File: src/rtl/mod_counter_updown.sv
// Modulo-(FINAL_VALUE+1) up/down counter with synchronous clear, clamped parallel
// load, a combinational terminal count for cascading and a registered wrap pulse.
module mod_counter_updown #(
  parameter  int FINAL_VALUE = 9,
  localparam int WIDTH       = ($clog2(FINAL_VALUE + 1) < 1) ? 1 : $clog2(FINAL_VALUE + 1)
) (
  input  logic             clk,
  input  logic             reset_n,
  input  logic             enable,
  input  logic             up,
  input  logic             clear,
  input  logic             load,
  input  logic [WIDTH-1:0] load_value,
  output logic [WIDTH-1:0] Q,
  output logic             tc,
  output logic             wrap
);

  localparam logic [WIDTH-1:0] MAX_Q = WIDTH'(FINAL_VALUE);
  localparam logic [WIDTH-1:0] ONE   = WIDTH'(1);

  logic [WIDTH-1:0] q_q, q_d;
  logic             wrap_q, wrap_d;
  logic             at_top, at_bottom;

  assign at_top    = (q_q == MAX_Q);
  assign at_bottom = (q_q == '0);

  // tc deliberately ignores clear/load so a downstream stage can qualify it itself.
  assign tc = enable & ((up & at_top) | (~up & at_bottom));

  always_comb begin
    // NOTE: every always_comb output gets a default first so no path infers a latch.
    q_d    = q_q;
    wrap_d = tc & ~clear & ~load;
    if (clear) begin
      q_d = '0;
    end else if (load) begin
      q_d = (load_value > MAX_Q) ? MAX_Q : load_value;
    end else if (enable) begin
      if (up) begin
        q_d = at_top ? '0 : q_q + ONE;
      end else begin
        q_d = at_bottom ? MAX_Q : q_q - ONE;
      end
    end
  end

  // NOTE: state registers use non-blocking assignments so all flops update together.
  always_ff @(posedge clk or negedge reset_n) begin
    if (!reset_n) begin
      q_q    <= '0;
      wrap_q <= 1'b0;
    end else begin
      q_q    <= q_d;
      wrap_q <= wrap_d;
    end
  end

  assign Q    = q_q;
  assign wrap = wrap_q;

endmodule
File: config.mk
export PLATFORM = sky130hd
export DESIGN_NAME = mod_counter_updown
export DESIGN_NICKNAME = d
export VERILOG_FILES = /design/src/rtl/mod_counter_updown.sv
export SDC_FILE = /design/constraint.sdc
export NUM_CORES = 1
export LEC_CHECK = 0
export ABC_AREA = 1
export CORE_AREA = 8 8 45 47
export CTS_CLUSTER_SIZE = 14
export DETAILED_ROUTE_END_ITERATION = 7
export DIE_AREA = 0 0 53 55
export PLACE_DENSITY = 0.66
export SLEW_MARGIN = 20
export SYNTH_ARGS = -nofsm -noshare
export SYNTH_HDL_FRONTEND = slang
export SYNTH_SLANG_ARGS = --single-unit
File: constraint.sdc
create_clock -name clk -period 2.45 [get_ports clk]
set_input_delay 0.3675 -clock clk [delete_from_list [all_inputs] [get_ports clk]]
set_output_delay 0.3675 -clock clk [all_outputs]
set_load 0.01 [all_outputs]
==> results.md, run 1 <==
Outcome:
- The run finished with clean final reports.

Clock tree:
- The register clock-pin slew on the reported worst setup and hold paths is 0.04 ns.
- The number of buffers added by the clock tree synthesis step is 3.
- The tree is rooted in a clkbuf_4.
- At the later pin of the worst-skew pair, clock insertion delay measures 0.24 ns.
- Counting along the longest clock path gives a buffer depth of 2.
- The post-CTS setup repair buffer count is 0.
- TritonCTS built the clock tree.
- The H-tree depth is 1.
- After clock tree synthesis, the flow added hold-fix buffers numbering 0.
- The tree built by TritonCTS fans out to 5 sinks.
- Gates resized during post-CTS repair numbered 0.

Routing:
- Dividing the detail-routed wire length by the instance count gives 9.30 um.
- The vias after detailed routing is 463.
- The detail route stage leaves a number of antenna-violating nets equal to 0.
- The post-detailed-route DRC marker count is 0.
- In this run, the number of DRC markers left after iteration 0 of detailed routing was 16.
- In the routed layout, each cell is associated on average with a via count of 4.45.
- For this block, the routed nets add up to 967 um of wire.
- Before antenna repair, the detailed router went through 4 iterations.

Critical path:
- The critical path class is reg2out.
- The startpoint class of the critical path is a flop.
- Data arrives at the worst endpoint at 1.73 ns.
- The maximum fanout encountered on the critical timing path is 8.
- The kind of end point of the critical path is an output port.
- The startpoint identified for the worst register-to-register timing path is Q[2]$_DFFE_PN0P_.
- Setup slack on the worst reg-to-reg path comes out at 1.26 ns.
- The data required time of the worst path is 2.08 ns.
- In this run the worst setup path begins at Q[2]$_DFFE_PN0P_.
- The worst register-to-register path ends at Q[2]$_DFFE_PN0P_.
- The path depth of the worst reg2reg path is 6.

Timing:
- On the final layout, the worst clock skew is 0.00360 ns.
- At the pin with the least slew margin, the transition time is 0.231 ns.
- The max-slew violation count was 0.
- Measured against its own limit, the worst slew margin works out to 0.844.
- The number of hold violations in the final report is 0.
- Setup violations remaining at the end of the flow were counted as 0.
- The maximum frequency from static timing analysis is 477 MHz.
- Setup repair after global routing left no endpoint under its margin.
- In the final timing run, aggregate negative setup slack is 0 ns.
- The shortest period the worst path allows is 2.10 ns.
- The part of the cycle the worst path needs is 0.856.

Floorplanning:
- The die height is 55 um.
- The number of standard-cell rows in the floorplan is 14.
- The overall die area is 2920 sq um.
- During I/O placement, the number of pins put on the boundary was 16.
- For this configuration, the core starts out at a cell density of 0.286.
- From left edge to right edge, the die measures 53 um.
- The core region is 1380 sq um.

Pwr:
- The power after layout is 288 uW.
- The share of total power dissipated in combinational logic is 0.323.
- The power per standard cell area is 487 nW/um^2.
- The clock share of power is 0.323.
- The leakage power summed over all cells is 0.317 nW.
- The worst ir drop on vdd is 0.000511 V.
- In this run the power spent charging and discharging nets is 90.3 uW.
- The share of total power dissipated in sequential elements is 0.354.
- The internal power consumption is 198 uW.
- The switching share of power is 0.313.

Synth:
- When the netlist entered floorplanning its net count stood at 79.
- Synthesis inferred 5 register bits.
- The number of distinct library cell variants in the gate-level netlist after synthesis is 15.
- The number of instances in the synthesized netlist is 69.
- The synthesized area per cell is 5.73 sq um.
- The count of yosys warnings during synthesis is 0.
- Of the synthesized area, sequential elements account for 0.316.
- The netlist area before placement is 395 sq um.

Finish:
- The area added between synthesis and finish is 49.7%.
- The number of filler instances in the final layout is 160.
- The final net count is 99.
- The final standard cell count with taps included and fillers excluded is 104.
- The repair_antennas step left the layout with diodes totalling 0.
- The share of the core filled with cells is 0.428.
- In the final layout, the share of cells above drive strength 1 is 0.0909.

Global route:
- For this run, the total global-route usage over all layers was measured as 0.0663.
- The overflow left after global routing is 0.
- The first global-routing pass estimated 1460 um of wire.
- Entering global routing, the biggest net connects 9 pins.
- The number of antenna violations at the first check in global routing is 0.
- The via count of the first global-routing pass came to 377.

Hold path:
- The classification of the worst-slack hold path is in2async.

Placement:
- The number of cells in the design after placement is 100.
- The quantity of I/O buffers inserted on ports is 15.
- The global placement routability congestion is 0.794.
- The half-perimeter wire length after detailed placement is 817 um.

Run:
- The number of max-cap violations is 0.
metrics by stage:
step                      cell area [sq um]  hold slack (ns)  worst slack, ns
after floorplan                         395           0.0719             1.15
after global placement                  566            0.597            0.350
after detailed placement                566            0.594            0.345
after CTS                               592            0.341            0.326
after global routing                    592            0.359            0.175
final                                   592            0.342            0.353
cells in the mapped netlist:
master    n  area share
a21oi_1   2       0.025
dfrtp_1   5        0.32
inv_1     9       0.085
inv_2     2       0.019
nand2_1  29        0.28
nand2_2   1       0.016
nand3_1   5       0.063
nand4_1   1       0.016
nor2_1    7       0.066
nor2_2    1       0.016
nor3_1    1       0.013
o21ai_0   3       0.038
o21ai_1   1       0.013
o22ai_1   1       0.016
or2_4     1       0.022
critical path: stages, from the launching register on:
cell	delay (ns)
dfrtp_1	0.45
nor2_1	0.17
nand2_1	0.08
nand2_1	0.10
nand3_1	0.10
inv_1	0.06
clkdlybuf4s50_1	0.53
flip-flops by register name, indices dropped and copies added, names as in the netlist:
name	count
Q	4
wrap	1
cells by family after synthesis:
group                  after synthesis  share of synthesized area
AND/OR/NAND/NOR                     46                      0.487
buffers and inverters               11                      0.104
flip-flops                           5                      0.316
AO/OA/AOI/OAI                        7                     0.0918
how the worst max path moves through the flow:
stage | slack (ns) | depth (start not counted) | endpoint
after CTS | 0.33 | 6 | tc
after detailed placement | 0.34 | 6 | tc
after floorplan | 1.15 | 5 | tc
final | 0.35 | 6 | tc
after global placement | 0.35 | 6 | tc
after global routing | 0.18 | 6 | tc
cell usage in the layout, fill, tap and decap left out:
cell             synthesis  final
inv_1                    9      9
inv_2                    2      2
clkbuf_4                 0      3
nand4_1                  1      1
clkbuf_1                 0      1
nand3_1                  5      5
or2_4                    1      1
nor2_2                   1      1
dfrtp_1                  5      5
o22ai_1                  1      1
o21ai_0                  3      3
a21oi_1                  2      2
o21ai_1                  1      1
nor3_1                   1      1
nor2_1                   7      7
nand2_1                 29     29
clkdlybuf4s50_1          0     15
nand2_2                  1      1
cell type report:
class                           instances  area, sq um  area share
Clock buffer                            4         26.3      0.0444
Timing Repair Buffer                   15          150       0.254
Inverter                               11         41.3      0.0698
Tap cell                               16         20.0      0.0338
Multi-Input combinational cell         53          229       0.387
Sequential cell                         5          125       0.211
per-layer routing:
layer,track usage,vias to the layer above,routed length (um)
li1,-,253,-
met1,0.0859,196,459
met2,0.0898,14,413
met3,0.0348,0,93
met4,0.0259,0,0
met5,0,-,0
power groups by stage:
stage	combinational [mW]	sequential [mW]	clock [mW]
floorplan	0.0478	0.104	0
global placement	0.0933	0.103	0
detailed placement	0.0939	0.103	0
CTS	0.0942	0.102	0.0976
global route	0.104	0.104	0.102
finish	0.0930	0.102	0.0931
Power figures use the tool's default switching activity.
==> run 2: changes to the inputs <==
Settings changed: RECOVER_POWER from default to 100.
==> results.md, run 2 (same netlist as run 1, synthesis figures left out) <==
Placement:
- The congestion estimate from routability-driven global placement came to 0.794.
- During placement, the flow inserted port buffers numbering 15.
- In this run the cell area measured after placement is 566 sq um.
- The number of cells in the design after placement is 100.
- After legalization and detailed placement, the total HPWL measured 817 um.

Routing:
- The via-per-instance ratio is 4.51.
- Summed over all layers, the routed wires come to 962 um.
- Summing over every cut layer, the via total after detailed routing is 469.
- The initial DRC count is 17.
- The detail route stage leaves a number of antenna-violating nets equal to 0.
- For this run, design rule violations remaining after detail routing come to 0.
- The per-cell routed wire length is 9.25 um.
- The total iterations of the first detailed-routing run is 5.

Timing:
- Setup repair after global routing left no endpoint under its margin.
- The number of hold violations in the final report came to 0.
- The max-slew violation count came to 0.
- The worst slew slack as a fraction of its limit is 0.844.
- Setup violations remaining at the end of the flow were counted as 0.
- The smallest clock period supported by the final layout is computed as 2.16 ns.
- The setup clock skew after layout is 0.00390 ns.
- Setup total negative slack on the finished layout was measured at 0 ns.
- The worst-margin pin slew is 0.231 ns.
- The maximum frequency from static timing analysis is 463 MHz.
- In the finished design, the share of the clock period the worst path needs comes to 0.882.

Critical path:
- Walking the worst path, the cells encountered are clkdlybuf4s50_1 > inv_1 > nand2_1 > nand3_1 > inv_1 > dlygate4sd3_1.
- The startpoint class of the critical path is an input pin.
- The largest incremental delay on the critical path is 0.60 ns.
- The critical path class is in2out.
- Along the worst path, the maximum fanout reaches 3.
- The cell family contributing the most delay on the critical path is buffers and inverters.
- The critical path contains buffers and inverters numbering 4 combined.
- The arrival time of the worst setup path is 1.79 ns.
- At the worst endpoint, the required time is 2.08 ns.
- The library cell appearing most often on the critical path is inv_1.
- The kind of end point of the critical path is an output port.
- The largest individual stage delay along the critical path comes from the cell dlygate4sd3_1.

Pwr:
- The clock share of power is 0.330.
- The sequential power share is 0.359.
- Of the total power, the share spent switching nets is 0.315.
- The worst ir drop on vdd is 0.000508 V.
- The leakage power summed over all cells is 0.334 nW.
- The relative contribution of combinational cells to total power is 0.312.
- The internal power consumption is 194 uW.
- The switching power of the nets is 89.3 uW.
- Dividing total power by cell area gives a power density of 481 nW/um^2.

Clock tree:
- In this run the number of H-tree levels came out at 1.
- At the later pin of the worst-skew pair, clock insertion delay measures 0.24 ns.
- The number of setup buffers added after CTS is 0.
- Clock-pin slew was measured on the worst setup and hold paths at 0.04 ns.
- The number of buffers added by the clock tree synthesis step is 3.
- Buffers inserted to repair hold after CTS numbered 0.
- The clock tree from TritonCTS is yes.
- The root buffer cell chosen for the clock tree is clkbuf_4.
- The tree built by TritonCTS fans out to 5 sinks.
- The longest clock path from root to sink contains 2 buffers.
- The number of gates resized after CTS was 0.

Finish:
- The library cell used most frequently in the layout, excluding fill and tap cells, is nand2_1.
- The multi-input combinational cell area is 226 sq um.
- The net count of the finished layout is 99.
- The footprint of the flip-flops and latches is 125 sq um.
- Of the cells placed in the final design, the portion with a size suffix greater than 1 is 0.0568.
- The flip-flop count of the largest register, all copies and words added is 4.
- Leaving out filler cells and counting taps, the final layout contains 104.
- The area of all placed cells without fillers is 589 sq um.
- The final antenna diode count is 0.
- The area added between synthesis and finish is 49.1%.
- The filler cells instantiated in the layout total 161.
- The library cells used most frequently in the layout, excluding fill and tap cells, are nand2_1, inv_1, dlygate4sd3_1.

Global route:
- The pin count of the biggest net entering global routing is 9.
- For this run, the total global-route usage over all layers was measured as 0.0663.
- The number of antenna violations at the first check in global routing is 0.
- The via count of the first global-routing pass is 377.
- The overflow left after global routing is 0.
- The global-route wire length before repair is 1460 um.

Hold path:
- The min-delay analysis places its worst path in the category in2async.

Run:
- The number of max-cap violations is 0.

Floorplanning:
- The effective utilization at floorplan is 0.286.
- The overall die area is 2920 sq um.
- The initialized floorplan defines 14 standard-cell rows.
- The core box area is 1380 sq um.
- Measured along the x axis, the die boundary spans 53 um.
- Pin placement for this block handled 16 I/O pins.
- The floorplan step set the die height to 55 um.

Outcome:
- The run finished with clean final reports.
run 2: cell types whose count changed in the layout (fill, tap and decap cells not counted), sizes merged:
cell | previous run | this run
clkdlybuf4s50 | 15 | 7
dlygate4sd3 | 0 | 8
run 2: per-layer routing:
metal	track usage	vias to the layer above	part of all wire
met1	0.0859	203	0.47
li1	-	252	-
met2	0.0898	14	0.44
met5	0	-	0
met4	0.0259	0	0
met3	0.0348	0	0.094
run 2: worst paths after layout:
kind | startpoint | endpoint | slack [ns] | depth (start not counted)
max | up | tc | 0.29 | 6
min | reset_n | Q[2]$_DFFE_PN0P_ | 0.41 | 1
max reg2reg | Q[2]$_DFFE_PN0P_ | Q[2]$_DFFE_PN0P_ | 1.26 | 6
min reg2reg | Q[1]$_DFFE_PN0P_ | Q[1]$_DFFE_PN0P_ | 0.60 | 2
max in group asynchronous | reset_n | Q[0]$_DFFE_PN0P_ | 1.85 | 1
min in group clk | Q[1]$_DFFE_PN0P_ | Q[1]$_DFFE_PN0P_ | 0.60 | 2
run 2: stage by stage:
stage               worst slack (ns)  power (mW)  utilization  hold WS [ns]
global placement               0.350       0.196        0.409         0.597
CTS                            0.326       0.294        0.428         0.341
detailed placement             0.345       0.197        0.409         0.594
floorplan                       1.15       0.152            -        0.0719
finish                         0.290       0.283        0.426         0.411
global route                   0.111       0.306        0.426         0.429
run 2: cell type report:
cell class,count,area share
clock buffers,4,0.0446
inverters,11,0.0701
multi-input cells,53,0.384
flip-flops and latches,5,0.212
well taps,16,0.0340
repair buffers,15,0.255
run 2: power by group through the flow:
stage	sequential, mW	combinational, mW	clock [mW]
after global routing	0.104	0.0997	0.102
after CTS	0.102	0.0942	0.0976
after detailed placement	0.103	0.0939	0
after floorplan	0.104	0.0478	0
after global placement	0.103	0.0933	0
final	0.102	0.0884	0.0934
==> run 3: changes to the inputs <==
Settings changed: CORE_AREA 8 8 45 47 to 2 2 39 41, DIE_AREA 0 0 53 55 to 0 0 41 43, PLACE_DENSITY 0.66 to default.
==> results.md, run 3 (same netlist as run 1, synthesis figures left out) <==
Pwr:
- The switching share of power is 0.326.
- Across the VDD grid, the largest voltage drop is 0.000314 V.
- The share of total power dissipated in the clock network is 0.338.
- The share of total power dissipated in sequential elements is 0.353.
- Power comes to 288 uW.
- The internal power consumption is 194 uW.
- The leakage power summed over all cells is 0.334 nW.
- Of the total power, combinational logic draws 0.309.
- The power per standard cell area is 489 nW/um^2.
- The analysis attributes to net switching a power of 93.7 uW.

Critical path:
- Data on the critical path is required at its endpoint by 2.08 ns.
- The number of cells on the worst reg-to-reg path is 6.
- The maximum fanout encountered on the critical timing path is 8.
- STA puts the critical path data arrival time at 1.82 ns.
- The critical path is of the reg2out type.
- The worst setup path is launched from a flop.
- The kind of end point of the critical path is an output port.

Hold path:
- The path class of the tightest hold or removal check is in2async.

Clock tree:
- The number of hold buffers added after CTS is 0.
- The register clock-pin slew on the reported worst setup and hold paths is 0.04 ns.
- Clock tree synthesis found a total of 5 sinks.
- Post-CTS repair changed the size of 0 cells.
- The number of buffers added by the clock tree synthesis step is 3.
- The post-CTS setup repair buffer count is 0.
- CTS built an H-tree with a depth of 1.
- The clock latency reported for the late side of the worst-skew pair is 0.24 ns.
- In this run the deepest clock path goes through 2 buffers.
- TritonCTS built the clock tree.
- The cell sitting at the root of the clock tree is a clkbuf_4.

Finish:
- The register with the most flip-flops in the layout has 4 of them.
- The final antenna diode count is 0.
- The share of the core filled with cells is 0.426.
- Compared with the post-synthesis result, the final layout area differs by 49.1%.
- The final standard cell count with taps included and fillers excluded is 104.
- The net count of the finished layout is 99.
- Leaving out fill and tap cells, the most frequent cell in the layout is nand2_1.
- Fill cells in the final layout number 165.
- In the layout the commonest cells are nand2_1, inv_1, dlygate4sd3_1.
- The ratio of cells with drive above 1 in the final layout is 0.0568.

Placement:
- In this run the tool buffered the top-level ports with 15 buffer cells.
- The worst-case setup slack after placement is 0.346 ns.
- The half-perimeter wire length after detailed placement is 795 um.
- The global placement routability congestion is 0.763.
- After detailed placement, the design holds a cell count of 100.

Floorplanning:
- The core region is 1380 sq um.
- The number of placed I/O pins is 16.
- The floorplan step set the die width to 41 um.
- The effective utilization at floorplan is 0.286.
- Measured along the y axis, the die boundary spans 43 um.
- The number of standard-cell rows in the floorplan is 14.
- The die covers 1760 sq um.

Timing:
- Setup violations remaining at the end of the flow were counted as 0.
- Setup repair after global routing left no endpoint under its margin.
- The clock arrives with 0.000221 ns of skew.
- The max-slew violation count is 0.
- The worst pin sits at a relative slew slack of 0.839.
- Based on the critical path, the design can be clocked at up to 458 MHz.
- The number of hold violations in the final report is 0.
- The part of the cycle the worst path needs is 0.892.
- Adding up every negative setup slack in the final design gives 0 ns.
- Counting I/O delays and the setup requirement, the final critical path takes 2.18 ns.
- The worst-margin pin slew is 0.241 ns.
- After layout, the worst setup slack is 0.265 ns.

Routing:
- The wire length after detailed routing is 973 um.
- Before antenna repair, the detailed router went through 4 iterations.
- The detailed router finished its first iteration with 15 violations.
- The residual antenna-violating net count after detailed routing is 0.
- After detailed routing, the number of remaining DRC violations is 0.
- The via-per-instance ratio is 4.47.
- Detailed routing inserted a total of 465 vias.
- The per-cell routed wire length is 9.36 um.

Global route:
- The pin count of the biggest net entering global routing is 9.
- For this run, the total global-route usage over all layers was measured as 0.143.
- The number of antenna violations at the first check in global routing is 0.
- The via count of the first global-routing pass is 419.
- The global-route wire length before repair is 1660 um.
- The overflow left after global routing is 0.

Run:
- Across the run, the number of max-cap violations was 0.

Outcome:
- The flow ran to the end, and the final reports show no timing, DRC or antenna violations.
run 3: cell counts in the layout (fill, tap and decap cells not counted):
No cell type changed its count.
run 3: path summary, 6_finish.rpt:
path | start | to | slack [ns]
worst max register to register | Q[2]$_DFFE_PN0P_ | Q[2]$_DFFE_PN0P_ | 1.22
min in group clk | Q[1]$_DFFE_PN0P_ | Q[1]$_DFFE_PN0P_ | 0.61
max in group asynchronous | reset_n | Q[0]$_DFFE_PN0P_ | 1.83
worst max-delay path | Q[2]$_DFFE_PN0P_ | tc | 0.27
worst min register to register | Q[1]$_DFFE_PN0P_ | Q[1]$_DFFE_PN0P_ | 0.61
worst min-delay path | reset_n | Q[1]$_DFFE_PN0P_ | 0.42
run 3: area by class of cell:
class | instances | area, sq um | area share
Inverter | 11 | 41.3 | 0.0701
Clock buffer | 4 | 26.3 | 0.0446
Multi-Input combinational cell | 53 | 226 | 0.384
Timing Repair Buffer | 15 | 150 | 0.255
Tap cell | 16 | 20.0 | 0.0340
Sequential cell | 5 | 125 | 0.212
run 3: stage by stage:
stage | hold slack, ns | cell area, sq um
floorplan | 0.0719 | 395
global placement | 0.596 | 566
detailed placement | 0.595 | 566
CTS | 0.349 | 592
global route | 0.422 | 589
finish | 0.420 | 589
run 3: critical path, cell delays in order (launching register included):
cell and delay, ns:
dfrtp_1 0.45, nor2_1 0.17, nand2_1 0.08, nand2_1 0.11, nand3_1 0.11, inv_1 0.06, dlygate4sd3_1 0.60
run 3: power by group through the flow:
stage	Clock (mW)	Combinational, mW	Sequential [mW]
2_1_floorplan	0	0.0478	0.104
3_3_place_gp	0	0.0933	0.103
3_5_place_dp	0	0.0940	0.103
4_1_cts	0.102	0.0946	0.102
5_1_grt	0.108	0.102	0.103
6_report	0.0973	0.0890	0.102
run 3: per-layer routing:
metal | track usage | vias up | share of wire
met3 | 0.0628 | 2 | 0.069
met2 | 0.206 | 15 | 0.46
met4 | 0.0600 | 0 | 0.0062
met1 | 0.180 | 197 | 0.47
met5 | 0 | - | 0
li1 | - | 251 | -
